<file path="src/rtl/button_led_arbiter.sv">
// button_led_arbiter: shares an 8-LED bank between two debounced pushbuttons
//   clk   in   system clock, rising edge
//   rst   in   synchronous active-high reset
//   SW1   in   raw pushbutton 1 (async, 1 = pressed)
//   SW2   in   raw pushbutton 2 (async, 1 = pressed)
//   LEDS  out  [3:0] SW1 press count, [7:4] SW2 press count (owner nibble only)
//   owner out  00 none, 01 SW1, 10 SW2
//   busy  out  1 while a grant is active
module button_led_arbiter #(
    parameter int DEBOUNCE_CYCLES = 240000,
    parameter int HOLD_CYCLES     = 12000000
) (
    input  logic       clk,
    input  logic       rst,
    input  logic       SW1,
    input  logic       SW2,
    output logic [7:0] LEDS,
    output logic [1:0] owner,
    output logic       busy
);
    localparam int DW = $clog2(DEBOUNCE_CYCLES + 1);
    localparam int TW = $clog2(HOLD_CYCLES + 1);
    localparam logic [DW-1:0] DEB_LAST  = DW'(DEBOUNCE_CYCLES - 1);
    localparam logic [TW-1:0] HOLD_LAST = TW'(HOLD_CYCLES - 1);

    typedef enum logic [1:0] {
        IDLE   = 2'b00,
        GRANT1 = 2'b01,
        GRANT2 = 2'b10
    } state_t;

    logic [1:0]         meta_q, sync_q, deb_q, deb_d, prev_q, press;
    logic [1:0][DW-1:0] dcnt_q, dcnt_d;

    state_t             state_q, state_d;
    logic [1:0][3:0]    cnt_q, cnt_d;
    logic [TW-1:0]      timer_q, timer_d;
    logic               pend_q, pend_d;
    logic               last_q, last_d;
    logic [7:0]         leds_q, leds_d;
    logic [1:0]         owner_q, owner_d;
    logic               busy_q, busy_d;

    logic               own_idx, own_press, oth_press, pend_now, expire;

    // Debounce: the counter tracks consecutive cycles of disagreement; the
    // debounced level takes the synced level once that run is long enough.
    always_comb begin
        for (int i = 0; i < 2; i++) begin
            deb_d[i]  = (sync_q[i] != deb_q[i] && dcnt_q[i] == DEB_LAST) ? sync_q[i] : deb_q[i];
            dcnt_d[i] = (sync_q[i] == deb_q[i] || dcnt_q[i] == DEB_LAST) ? '0 : dcnt_q[i] + 1'b1;
        end
    end

    assign press = deb_q & ~prev_q;

    // Next-state logic; index 0 is SW1 and index 1 is SW2 throughout.
    always_comb begin
        state_d   = state_q;
        cnt_d     = cnt_q;
        timer_d   = timer_q + 1'b1;
        pend_d    = pend_q;
        last_d    = last_q;
        own_idx   = (state_q == GRANT2);
        own_press = press[own_idx];
        oth_press = press[~own_idx];
        pend_now  = pend_q | oth_press;
        expire    = (timer_q == HOLD_LAST) && !own_press;
        if (state_q == IDLE) begin
            timer_d = '0;
            pend_d  = 1'b0;
            if (press != 2'b00) begin
                // On a tie, the button that did not win last time goes first.
                last_d        = (press == 2'b11) ? ~last_q : press[1];
                state_d       = last_d ? GRANT2 : GRANT1;
                cnt_d[last_d] = cnt_q[last_d] + 1'b1;
            end
        end else if (own_press) begin
            cnt_d[own_idx] = cnt_q[own_idx] + 1'b1;
            timer_d        = '0;
            pend_d         = pend_now;
        end else if (expire) begin
            timer_d = '0;
            pend_d  = 1'b0;
            state_d = IDLE;
            if (pend_now) begin
                last_d        = ~own_idx;
                state_d       = last_d ? GRANT2 : GRANT1;
                cnt_d[last_d] = cnt_q[last_d] + 1'b1;
            end
        end else begin
            pend_d = pend_now;
        end
    end

    // Outputs are registered from the next state so they change with it.
    always_comb begin
        leds_d  = (state_d == GRANT1) ? {4'h0, cnt_d[0]} :
                  (state_d == GRANT2) ? {cnt_d[1], 4'h0} : 8'h00;
        owner_d = state_d;
        busy_d  = (state_d != IDLE);
    end

    always_ff @(posedge clk) begin
        if (rst) begin
            meta_q  <= '0;
            sync_q  <= '0;
            deb_q   <= '0;
            prev_q  <= '0;
            dcnt_q  <= '0;
            state_q <= IDLE;
            cnt_q   <= '0;
            timer_q <= '0;
            pend_q  <= 1'b0;
            last_q  <= 1'b1;
            leds_q  <= 8'h00;
            owner_q <= 2'b00;
            busy_q  <= 1'b0;
        end else begin
            meta_q  <= {SW2, SW1};
            sync_q  <= meta_q;
            deb_q   <= deb_d;
            prev_q  <= deb_q;
            dcnt_q  <= dcnt_d;
            state_q <= state_d;
            cnt_q   <= cnt_d;
            timer_q <= timer_d;
            pend_q  <= pend_d;
            last_q  <= last_d;
            leds_q  <= leds_d;
            owner_q <= owner_d;
            busy_q  <= busy_d;
        end
    end

    assign LEDS  = leds_q;
    assign owner = owner_q;
    assign busy  = busy_q;
endmodule

</file>
<file path="config.mk">
export PLATFORM = sky130hd
export DESIGN_NAME = button_led_arbiter
export DESIGN_NICKNAME = d
export VERILOG_FILES = /design/src/rtl/button_led_arbiter.sv
export SDC_FILE = /design/constraint.sdc
export NUM_CORES = 1
export LEC_CHECK = 0
export ABC_AREA = 1
export CAP_MARGIN = 20
export CORE_MARGIN = 10
export CORE_UTILIZATION = 56
export DETAILED_ROUTE_END_ITERATION = 12
export PLACE_DENSITY = 0.75
export SYNTH_ARGS = -nofsm -noshare
export SYNTH_HDL_FRONTEND = slang
export SYNTH_SLANG_ARGS = --single-unit
</file>
<file path="constraint.sdc">
create_clock -name clk -period 1.71 [get_ports clk]
set_clock_uncertainty 0.1 [all_clocks]
set_input_delay 0.342 -clock clk [delete_from_list [all_inputs] [get_ports clk]]
set_output_delay 0.342 -clock clk [all_outputs]
set_load 0.01 [all_outputs]
</file>
==> key figures <==
STA
  • Post-layout minimum cycle time: approximately 2.1 ns
  • Maximum clock rate: around 470 MHz
  • Worst hold slack: about 0.31 ns
  • Final Hold Fails: 0
  • Slew at the pin with the worst max-slew slack: approximately 0.6 ns
  • Final Cycle Share: 1.24
  • Least setup slack across all paths after layout: -0.406 ns
  • Count of endpoints failing setup in the final report: 64
  • RSZ-0062 raised after global routing: true
  • Worst-case headroom to the max-slew limit: 0.599
  • Final Max Tran Viols: 0

Final layout
  • Core Util, Final: 0.870
  • Proportion of layout cells with a drive suffix above 1: 0.409
  • Number of antenna repair diodes: 0
  • Fill count: between 300 and 400
  • Area of all placed cells without fillers: 0.00719 mm²
  • Post-layout nets: 855
  • Area added between synthesis and finish: 50.6%

Global route
  • Number of global-route vias before repair: 5195
  • Aggregate global routing overflow: 0
  • Number of antenna violations at the first check in global routing: 0
  • Total Routing Usage GR: 0.213
  • Global-route wire length before repair: between 20 and 25 mm
  • Largest net degree at the start of global routing: 17

Pwr
  • Power per cell area: between 500 and 600 mW/mm²
  • Total power after layout: around 3.9 mW
  • Peak supply drop: just under 500 µV
  • Leakage power total: between 3 and 4 nW

Placement
  • Pre-CTS WS: -0.195 ns
  • Placed wire-length estimate after detailed placement: 9.23 mm
  • Port Buffer Count: 14
  • Total cell area at the placement stage: roughly 0.0057 mm²
  • Global placement routability congestion: ~0.94

Logic synthesis
  • Biggest area contributors in the synthesized netlist: sky130_fd_sc_hd__dfxtp_1, sky130_fd_sc_hd__nand2_1, sky130_fd_sc_hd__inv_1
  • Most numerous cell in the Yosys netlist: sky130_fd_sc_hd__nand2_1
  • Area of the mapped netlist: approximately 0.0048 mm²
  • EDFF count, synth: 0
  • Warnings, synthesis: 0
  • Biggest area consumer among synthesized cells: sky130_fd_sc_hd__dfxtp_1
  • Nets in the synthesized netlist: slightly above 700
  • Post-synthesis instance total: 707
  • Post-synthesis cell type count: 41
  • Yosys reg bits: 89
  • Part of the Yosys area used for sequential elements: 0.373
  • Ys async rst share: 0
  • Synth cell count leaders: sky130_fd_sc_hd__nand2_1, sky130_fd_sc_hd__inv_1, sky130_fd_sc_hd__nor2_1, sky130_fd_sc_hd__dfxtp_1, sky130_fd_sc_hd__nand3_1
  • Mean instance size in the synthesized netlist: around 6.7 µm²
  • Top cell type's share of synthesized area: 0.373
  • Synth Flop Type: sky130_fd_sc_hd__dfxtp_1

Critical path
  • Required arrival time at the worst endpoint: roughly 1.9 ns
  • Kind of start point of the critical path: register
  • Largest fanout on the critical path: 4
  • Critical path capture point type: register
  • Worst endpoint data arrival time: 2.32 ns
  • Startpoint-to-endpoint class of the critical path: register to register

Outcome
  • Failing checks: setup timing
  • Result of the run: finished, violations left

Run
  • Max-cap violations: 0

Floorplan
  • Ports placed on the boundary: 15
  • Starting density of the core: 0.578
  • Number of placement rows: 33
  • Die Area: ~0.013 mm²
  • Die span in x: approximately 110 µm
  • Die H: about 110 µm
  • Area of the placeable core: 0.00826 mm²

Clock network
  • Buffer cell driving the clock tree root: sky130_fd_sc_hd__clkbuf_8
  • Clock transition at the registers of the reported paths: around 0.1 ns
  • Maximum root-to-sink buffer count: 2
  • Clock network latency to the later pin of the worst-skew pair: about 0.38 ns
  • TritonCTS clock tree: yes
  • H-tree levels: 3
  • Clk sinks: 89
  • Hold bufs inserted after CTS: 0
  • Number of buffers inserted during clock tree synthesis: 9

Routing
  • Vias: 5869
  • 1st-pass router iterations: 5
  • DRC errors left: 0
  • Wirelength per Cell: just under 20 µm
  • Via density: 6.15
  • Iteration-0 DRC Markers: slightly above 700
  • Total wire length after detailed routing: between 15 and 20 mm
  • Number of nets with antenna violations after routing: 0

Hold path
  • HP Class: register to register
layer usage:
metal,vias up,part of all wire,GRT usage
li1,2556,-,-
met1,2650,0.36,0.230
met3,183,0.083,0.0410
met2,480,0.48,0.390
met4,0,0.080,0.0964
met5,-,0,0
registers in the layout, indices dropped and copies added (netlist names):
| register | count |
|---|---|
| LEDS | 8 |
| busy | 1 |
| cnt_q | 8 |
| dcnt_q | 36 |
| deb_q | 2 |
| last_q | 1 |
| meta_q | 2 |
| owner | 2 |
| pend_q | 1 |
| prev_q | 2 |
| sync_q | 2 |
| timer_q | 24 |
per-stage QoR:
step / std cells / setup TNS (ns)
after CTS: 938 / -0.713
final: 955 / -11.17
after global routing: 955 / -14.85
after floorplan: 707 / -0.194
after detailed placement: 910 / -4.66
after global placement: 910 / -1.97
timing repair:
item                                    in CTS  in global routing
buffers inserted                            12                 16
pin swaps                                   26                 55
endpoints found under the setup margin      68                 86
cloned                                       0                  1
resized for setup                           84                176
logic make-up after synthesis:
group                    count (synthesis)  synth area share
adder cells (fa/ha/maj)                  6            0.0157
buffers and inverters                  117             0.100
XOR/XNOR                                15            0.0275
AO/OA/AOI/OAI                           79            0.0939
flip-flops                              89             0.373
AND/OR/NAND/NOR                        401             0.389
layout make-up:
cell class,count,area [µm²],area share
Clock buffer,10,138,0.0192
Clock inverter,6,97.6,0.0136
Inverter,106,425,0.0592
Multi-Input combinational cell,501,3390,0.471
Sequential cell,89,1820,0.253
Tap cell,105,131,0.0183
Timing Repair Buffer,137,1190,0.165
Timing Repair inverter,1,6.26,0.000870
critical path: stages (launching register included):
cell,delay (ns)
sky130_fd_sc_hd__dfxtp_1,0.38
sky130_fd_sc_hd__buf_4,0.13
sky130_fd_sc_hd__inv_1,0.11
sky130_fd_sc_hd__nor2_1,0.15
sky130_fd_sc_hd__nand2_1,0.10
sky130_fd_sc_hd__nor2_1,0.29
sky130_fd_sc_hd__nand3_2,0.11
sky130_fd_sc_hd__nor2_1,0.13
sky130_fd_sc_hd__nand2_1,0.08
sky130_fd_sc_hd__nand2_1,0.09
sky130_fd_sc_hd__nand2_1,0.07
sky130_fd_sc_hd__nand2_1,0.09
sky130_fd_sc_hd__nand2_2,0.08
sky130_fd_sc_hd__a21oi_2,0.15
worst paths after layout:
path / startpoint / to / slack (ns) / cells past startpoint
setup / recovery: timer_q[11] / cnt_q[5] / -0.41 / 13
hold / removal: meta_q[1] / sync_q[1] / 0.31 / 2
setup reg to reg: timer_q[11] / cnt_q[5] / -0.41 / 13
hold reg to reg: meta_q[1] / sync_q[1] / 0.31 / 2
where the power goes:
group	switching, mW	leakage, nW	internal [mW]
clock	0.849	0.119	0.887
combinational	0.0338	2.17	0.0247
sequential	0.00378	0.728	2.07
layout by cell type (no fill, tap or decap), types with 15 or more instances in the layout:
master,count
sky130_fd_sc_hd__nand4_1,23
sky130_fd_sc_hd__nand2_1,127
sky130_fd_sc_hd__nand3_1,23
sky130_fd_sc_hd__nand2_2,33
sky130_fd_sc_hd__a21oi_1,24
sky130_fd_sc_hd__nor3_1,16
sky130_fd_sc_hd__nor2_4,22
sky130_fd_sc_hd__buf_6,17
sky130_fd_sc_hd__dfxtp_1,72
sky130_fd_sc_hd__a21oi_2,15
sky130_fd_sc_hd__nor2_1,70
sky130_fd_sc_hd__inv_1,88
sky130_fd_sc_hd__buf_4,101
sky130_fd_sc_hd__nand3_2,20
sky130_fd_sc_hd__nand2_4,16
No activity file was read; power rests on OpenSTA's default activity.
